File: config.mk
export PLATFORM = sky130hd
export DESIGN_NAME = ula_mul_seq
export DESIGN_NICKNAME = d
export VERILOG_FILES = /design/src/rtl/ula_mul_seq.sv
export SDC_FILE = /design/constraint.sdc
export NUM_CORES = 1
export LEC_CHECK = 0
export CELL_PAD_IN_SITES_DETAIL_PLACEMENT = 1
export CELL_PAD_IN_SITES_GLOBAL_PLACEMENT = 1
export CORE_MARGIN = 1.5
export CORE_UTILIZATION = 31
export CTS_CLUSTER_SIZE = 12
export DETAILED_ROUTE_END_ITERATION = 7
export PLACE_DENSITY_LB_ADDON = 0.1
export SETUP_SLACK_MARGIN = 0.02
export SYNTH_ARGS = -nofsm -noshare
export SYNTH_HDL_FRONTEND = slang
export SYNTH_SLANG_ARGS = --single-unit
File: constraint.sdc
create_clock -name i_clk -period 2.02 [get_ports i_clk]
set_input_delay 0.606 -clock i_clk [delete_from_list [all_inputs] [get_ports i_clk]]
set_output_delay 0.606 -clock i_clk [all_outputs]
set_load 0.01 [all_outputs]
File: src/rtl/ula_mul_seq.sv
// Sequential unsigned W x W shift-and-add multiplier that borrows the ULA's shared ripple adder.
// One adder pass per multiplier bit, then a one-cycle done pulse; product {ACC,Q} holds afterwards.
module ula_mul_seq #(
    parameter int unsigned W = 8
) (
    input  logic             i_clk,
    input  logic             i_rst,
    input  logic             i_start,
    input  logic [W-1:0]     i_a,
    input  logic [W-1:0]     i_b,
    output logic [W-1:0]     o_add_a,
    output logic [W-1:0]     o_add_b,
    input  logic [W:0]       i_add_s,
    output logic             o_busy,
    output logic             o_done,
    output logic [2*W-1:0]   o_p
);

    localparam int unsigned CntW = $clog2(W) + 1;

    typedef enum logic [1:0] {
        StIdle,
        StCalc,
        StDone
    } state_t;

    state_t          r_state, w_state_d;
    logic [W-1:0]    r_m, r_acc, r_q;
    logic [W-1:0]    w_m_d, w_acc_d, w_q_d;
    logic [CntW-1:0] r_cnt, w_cnt_d;

    always_ff @(posedge i_clk or posedge i_rst) begin
        if (i_rst) begin
            r_state <= StIdle;
            r_m     <= '0;
            r_acc   <= '0;
            r_q     <= '0;
            r_cnt   <= '0;
        end else begin
            r_state <= w_state_d;
            r_m     <= w_m_d;
            r_acc   <= w_acc_d;
            r_q     <= w_q_d;
            r_cnt   <= w_cnt_d;
        end
    end

    always_comb begin
        w_state_d = r_state;
        w_m_d     = r_m;
        w_acc_d   = r_acc;
        w_q_d     = r_q;
        w_cnt_d   = r_cnt;
        o_add_a   = '0;
        o_add_b   = '0;
        o_busy    = 1'b0;
        o_done    = 1'b0;

        unique case (r_state)
            StIdle: begin
                if (i_start) begin
                    w_m_d     = i_a;
                    w_q_d     = i_b;
                    w_acc_d   = '0;
                    w_cnt_d   = CntW'(W);
                    w_state_d = StCalc;
                end
            end
            StCalc: begin
                o_busy  = 1'b1;
                o_add_a = r_acc;
                o_add_b = r_q[0] ? r_m : '0;
                // Shift {carry,sum,Q} right by one so the adder carry-out lands in ACC's MSB.
                w_acc_d = i_add_s[W:1];
                w_q_d   = {i_add_s[0], r_q[W-1:1]};
                w_cnt_d = r_cnt - CntW'(1);
                if (r_cnt == CntW'(1)) begin
                    w_state_d = StDone;
                end
            end
            StDone: begin
                o_busy    = 1'b1;
                o_done    = 1'b1;
                w_state_d = StIdle;
            end
            default: begin
                w_state_d = StIdle;
            end
        endcase
    end

    assign o_p = {r_acc, r_q};

endmodule

======== Word-level counts from Yosys, hierarchy flattened ========
Cells that the tools add are included.
cells by class
  $add $sub $neg .......................... 1
  eq/ne operators ......................... 5
  muxes and demuxes ....................... 14
  reductions and logical operators ........ 6
operators by type and width
  operator                                                            count
  8-bit 2-to-1 mux                                                    5
  8-bit case mux with 2 select lines                                  2
  4-bit case mux with 2 select lines                                  1
  2-bit AND reduction                                                 3
  4-bit by 1-bit == test with 1-bit output, second input constant     1
  2-bit 2-to-1 mux                                                    2
  4-bit 2-to-1 mux                                                    1
  2-bit != test, second input constant                                2
  2-bit case mux with 2 select lines                                  1
  4-bit by 1-bit subtractor with 4-bit output, second input constant  1
  2-bit by 1-bit == test with 1-bit output, second input constant     1
  2-bit == test, second input constant                                1
  2-bit zero test                                                     1
  1-bit 2-to-1 mux                                                    2
  2-bit nonzero test                                                  1
  2-bit OR reduction                                                  1
word-level totals
  bits in registers ....................... 30
  input bits .............................. 28
  logic and storage cells ................. 31

======== Depth between registers and ports, before layout ========
  depth in word-level cells ............... 3
  depth in mapped cells ................... 6
  gate-level depth less buffers ........... 5

======== Worst setup path after synthesis ========
No wires, ideal clock.
  kind .................................... register to output
  start point ............................. register r_state[1]
  end point ............................... output o_add_b[4]
  arrival time ............................ 1246 ps
  setup slack ............................. 168 ps
  cell stages (with the launch flop) ...... 6
  cell sequence ........................... dfrtp_1 inv_1 ha_1 buf_4 clkbuf_1 and3_1
between the ends
  longest elaborated chain between the ends .. 2
ends and longest elaborated chain
  what                                      RTL line  text
  start: declaration                        27        state_t r_state, w_state_d;
  start signal: assignment                  34        r_state <= StIdle;
  start signal: assignment                  40        r_state <= w_state_d;
  2-bit by 1-bit == test with 1-bit output  59        unique case (r_state)
  8-bit 2-to-1 mux                          59
  end: declaration                          12        output logic [W-1:0] o_add_b,
Every way passes these cells.

======== Worst setup path in the final report ========
  start point ............................. register r_state[1]
  end point ............................... output o_done
between the ends
  longest elaborated chain between the ends .. 2
ends and longest elaborated chain
  what              RTL line  text
  2-bit == test     59
  1-bit 2-to-1 mux  59
  end: declaration  15        output logic o_done,
Every way passes these cells.

==> results_dict.tcl <==
set metrics [dict create \
    outcome "finished, final reports clean" \
    final_nets 234 \
    die-area_um2 5040 \
    final_max_slew_viol_count 0 \
    skew_ps 5.58 \
    power_report.internal_total_mw 2.28 \
    io_pins 62 \
    diodes 0 \
    power_frac_seq 0.312 \
    synthFlopType "dfrtp_1" \
    cts_hold_buf 0 \
    clkLatencyLatePin_ps 280 \
    path_clk_slew_ps 60 \
    synthMostInstantiatedCell "dfrtp_1" \
    ant_nets 0 \
    power_mw 3.61 \
    clk_path_buf_depth 2 \
    grt_pass1_wl_um 6600 \
    yosys-top-cells-count "dfrtp_1, nand2_1, o21ai_0" \
    min_period_over_period 0.977 \
    synth_nets 160 \
    synthAdderAreaFrac 0.0437 \
    grt_pass1_vias 1353 \
    gr-usage-all-layers 0.170 \
    cts_tree "built" \
    syn_area_um2 1430 \
    synth.top_cell.area_share 0.524 \
    synth-edff-count 0 \
    drc_errors 0 \
    worstMarginPinSlew_ps 389 \
    crit_path_end_kind "primary output" \
    die_y_um 71.0 \
    rows 24 \
    gp_congestion 0.678 \
    wl_um 4030 \
    power_switching_mw 1.33 \
    die_x_um 71.0 \
    portBuffers 61 \
    h-tree-depth 2 \
    grt-ovfl-total 0 \
    synth-compound-area-share 0.114 \
    yosysSeqAreaShare 0.524 \
    via_per_inst 4.88 \
    cts_root_buffer "clkbuf_8" \
    numCtsBuffers 5 \
    ir_drop_mv 0.565 \
    power.clock.fraction 0.163 \
    ys_warn_count 0 \
    setup_viol 0 \
    hold_path_class "reg -> reg" \
    yosys.area.top_type "dfrtp_1" \
    synth_top_family_by_area "simple AND/OR/NAND/NOR gates" \
    dpl_cell_area_um2 2160 \
    synth_cell_types 24 \
    syn_inst 127 \
    synthMuxAreaShare 0.134 \
    core_area_um2 4410 \
    ys_ff_latch 30 \
    switching_share 0.369 \
    wl_per_cell_um 15.9 \
    grt_max_degree 31 \
    crit_fanout 2 \
    rsz0062_at_grt "yes" \
    final_area_um2 2230 \
    antenna_found_initial 0 \
    start_util 0.325 \
    critPathArrivalTime_ps 1370 \
    synth_async_sr_flop_share 1.00 \
    leakage_nw 1.06 \
    yosys.area_share.xor_xnor 0 \
    cap_viol_max_count 0 \
    critPathKind "reg -> out" \
    place_hpwl_um 2990 \
    holdWs_ps 510 \
    fmax_mhz 507 \
    pwr-share-comb 0.524 \
    start_kind "register" \
    syn_area_per_cell_um2 11.3 \
    yosys-top-cells-area "dfrtp_1, mux2_2, mux2i_1" \
    cp.required_ps 1410 \
    max_slew_margin 0.741 \
    min_period_ps 1970 \
    hold_viol_final 0 \
    synth-simple-area-share 0.141 \
    num_vias 1240 \
    postLayoutCoreUtil 0.505 \
    area_growth_pct 55.7 \
    tns_ps 0 \
    layout-drive-gt1-share 0.248 \
    drtIter0Drc 59 \
    clock-sinks 30 \
    drt-pass1-iter-count 4 \
    powerDensity_nw_per_um2 1620 \
]
[state kept, by name, summed over array words and instances, names as in the netlist]
signal   flops
r_acc        8
r_m          8
r_q          8
r_cnt        4
r_state      2
[what timing repair did]
action	4_1_cts	5_1_grt
endpoints found under the setup margin	19	2
buffers inserted	0	1
gates resized for setup	75	2
pin swaps	0	0
gates cloned	1	0
[stage by stage]
stage,cells,setup slack (ps)
after floorplan,127,168
after global placement,244,14.3
after detailed placement,244,-110
after CTS,253,5.73
after global routing,254,15.8
final,254,47.2
[final timing paths]
| path | to | cells after the start | slack [ps] | from |
|---|---|---|---|---|
| max | o_done | 4 | 50 | r_state[1] |
| min | r_m[1] | 1 | 510 | r_m[1] |
| max reg2reg | r_m[6] | 5 | 380 | r_state[1] |
| min reg2reg | r_m[1] | 1 | 510 | r_m[1] |
| max in group asynchronous | r_q[0] | 3 | 1010 | i_rst |
| min in group asynchronous | r_acc[4] | 3 | 710 | i_rst |
[cell usage in the layout, fill, tap and decap left out]
cell type	instances
and3_4	1
nand4_1	1
clkbuf_8	5
o311a_1	1
nor2b_1	2
buf_6	3
mux2i_1	8
mux2i_4	1
ha_4	1
dfrtp_2	1
dfrtp_1	29
mux2_2	8
bufinv_16	1
inv_1	4
a2bb2oi_1	1
buf_2	16
ha_1	4
buf_12	1
nor3b_1	1
nand2_1	13
clkdlybuf4s50_1	43
a21oi_1	3
inv_2	2
nand2b_1	2
nor2_1	1
a22o_1	8
and3_1	7
o21ai_0	12
clkinv_2	2
nor3_1	1
dlygate4sd2_1	1
clkdlybuf4s15_1	1
and2_1	9
buf_4	8
[routing by layer]
layer  track usage  up-vias  part of all wire
met5             0        -                 0
met3        0.0427        6             0.044
met4        0.0503        0             0.012
met1         0.196      616              0.43
li1              -      585                 -
met2         0.308       33              0.52
[power groups by stage]
stage | registers, mW | clock network [mW] | logic [mW]
after floorplan | 1.12 | 0 | 0.988
after global placement | 1.10 | 0 | 1.85
after detailed placement | 1.12 | 0 | 1.94
after CTS | 1.13 | 0.606 | 1.93
after global routing | 1.17 | 0.630 | 2.06
final | 1.13 | 0.590 | 1.89
[cell families (layout without fill, tap and decap cells)]
| kind of cell | after synthesis | in the layout |
|---|---|---|
| AOI/OAI and AO/OA | 25 | 25 |
| adders and majority gates | 5 | 5 |
| buffers and inverters | 12 | 87 |
| DFF | 30 | 30 |
| muxes | 17 | 17 |
| and+or+nand+nor | 38 | 38 |
[worst max-delay path, stage by stage, from the launching register on]
cell           delay (ps)
dfrtp_1               400
buf_4                 140
buf_4                 120
ha_1                  160
dlygate4sd2_1         280
[cell type report]
type                            instances  area (um^2)
Fill cell                             487         2180
Sequential cell                        30          752
Timing Repair Buffer                   73          643
Multi-Input combinational cell         85          639
Clock buffer                            5         68.8
Tap cell                               52         65.1
Clock inverter                          3         40.0
Inverter                                6         22.5
No activity file was read; power rests on OpenSTA's default activity.
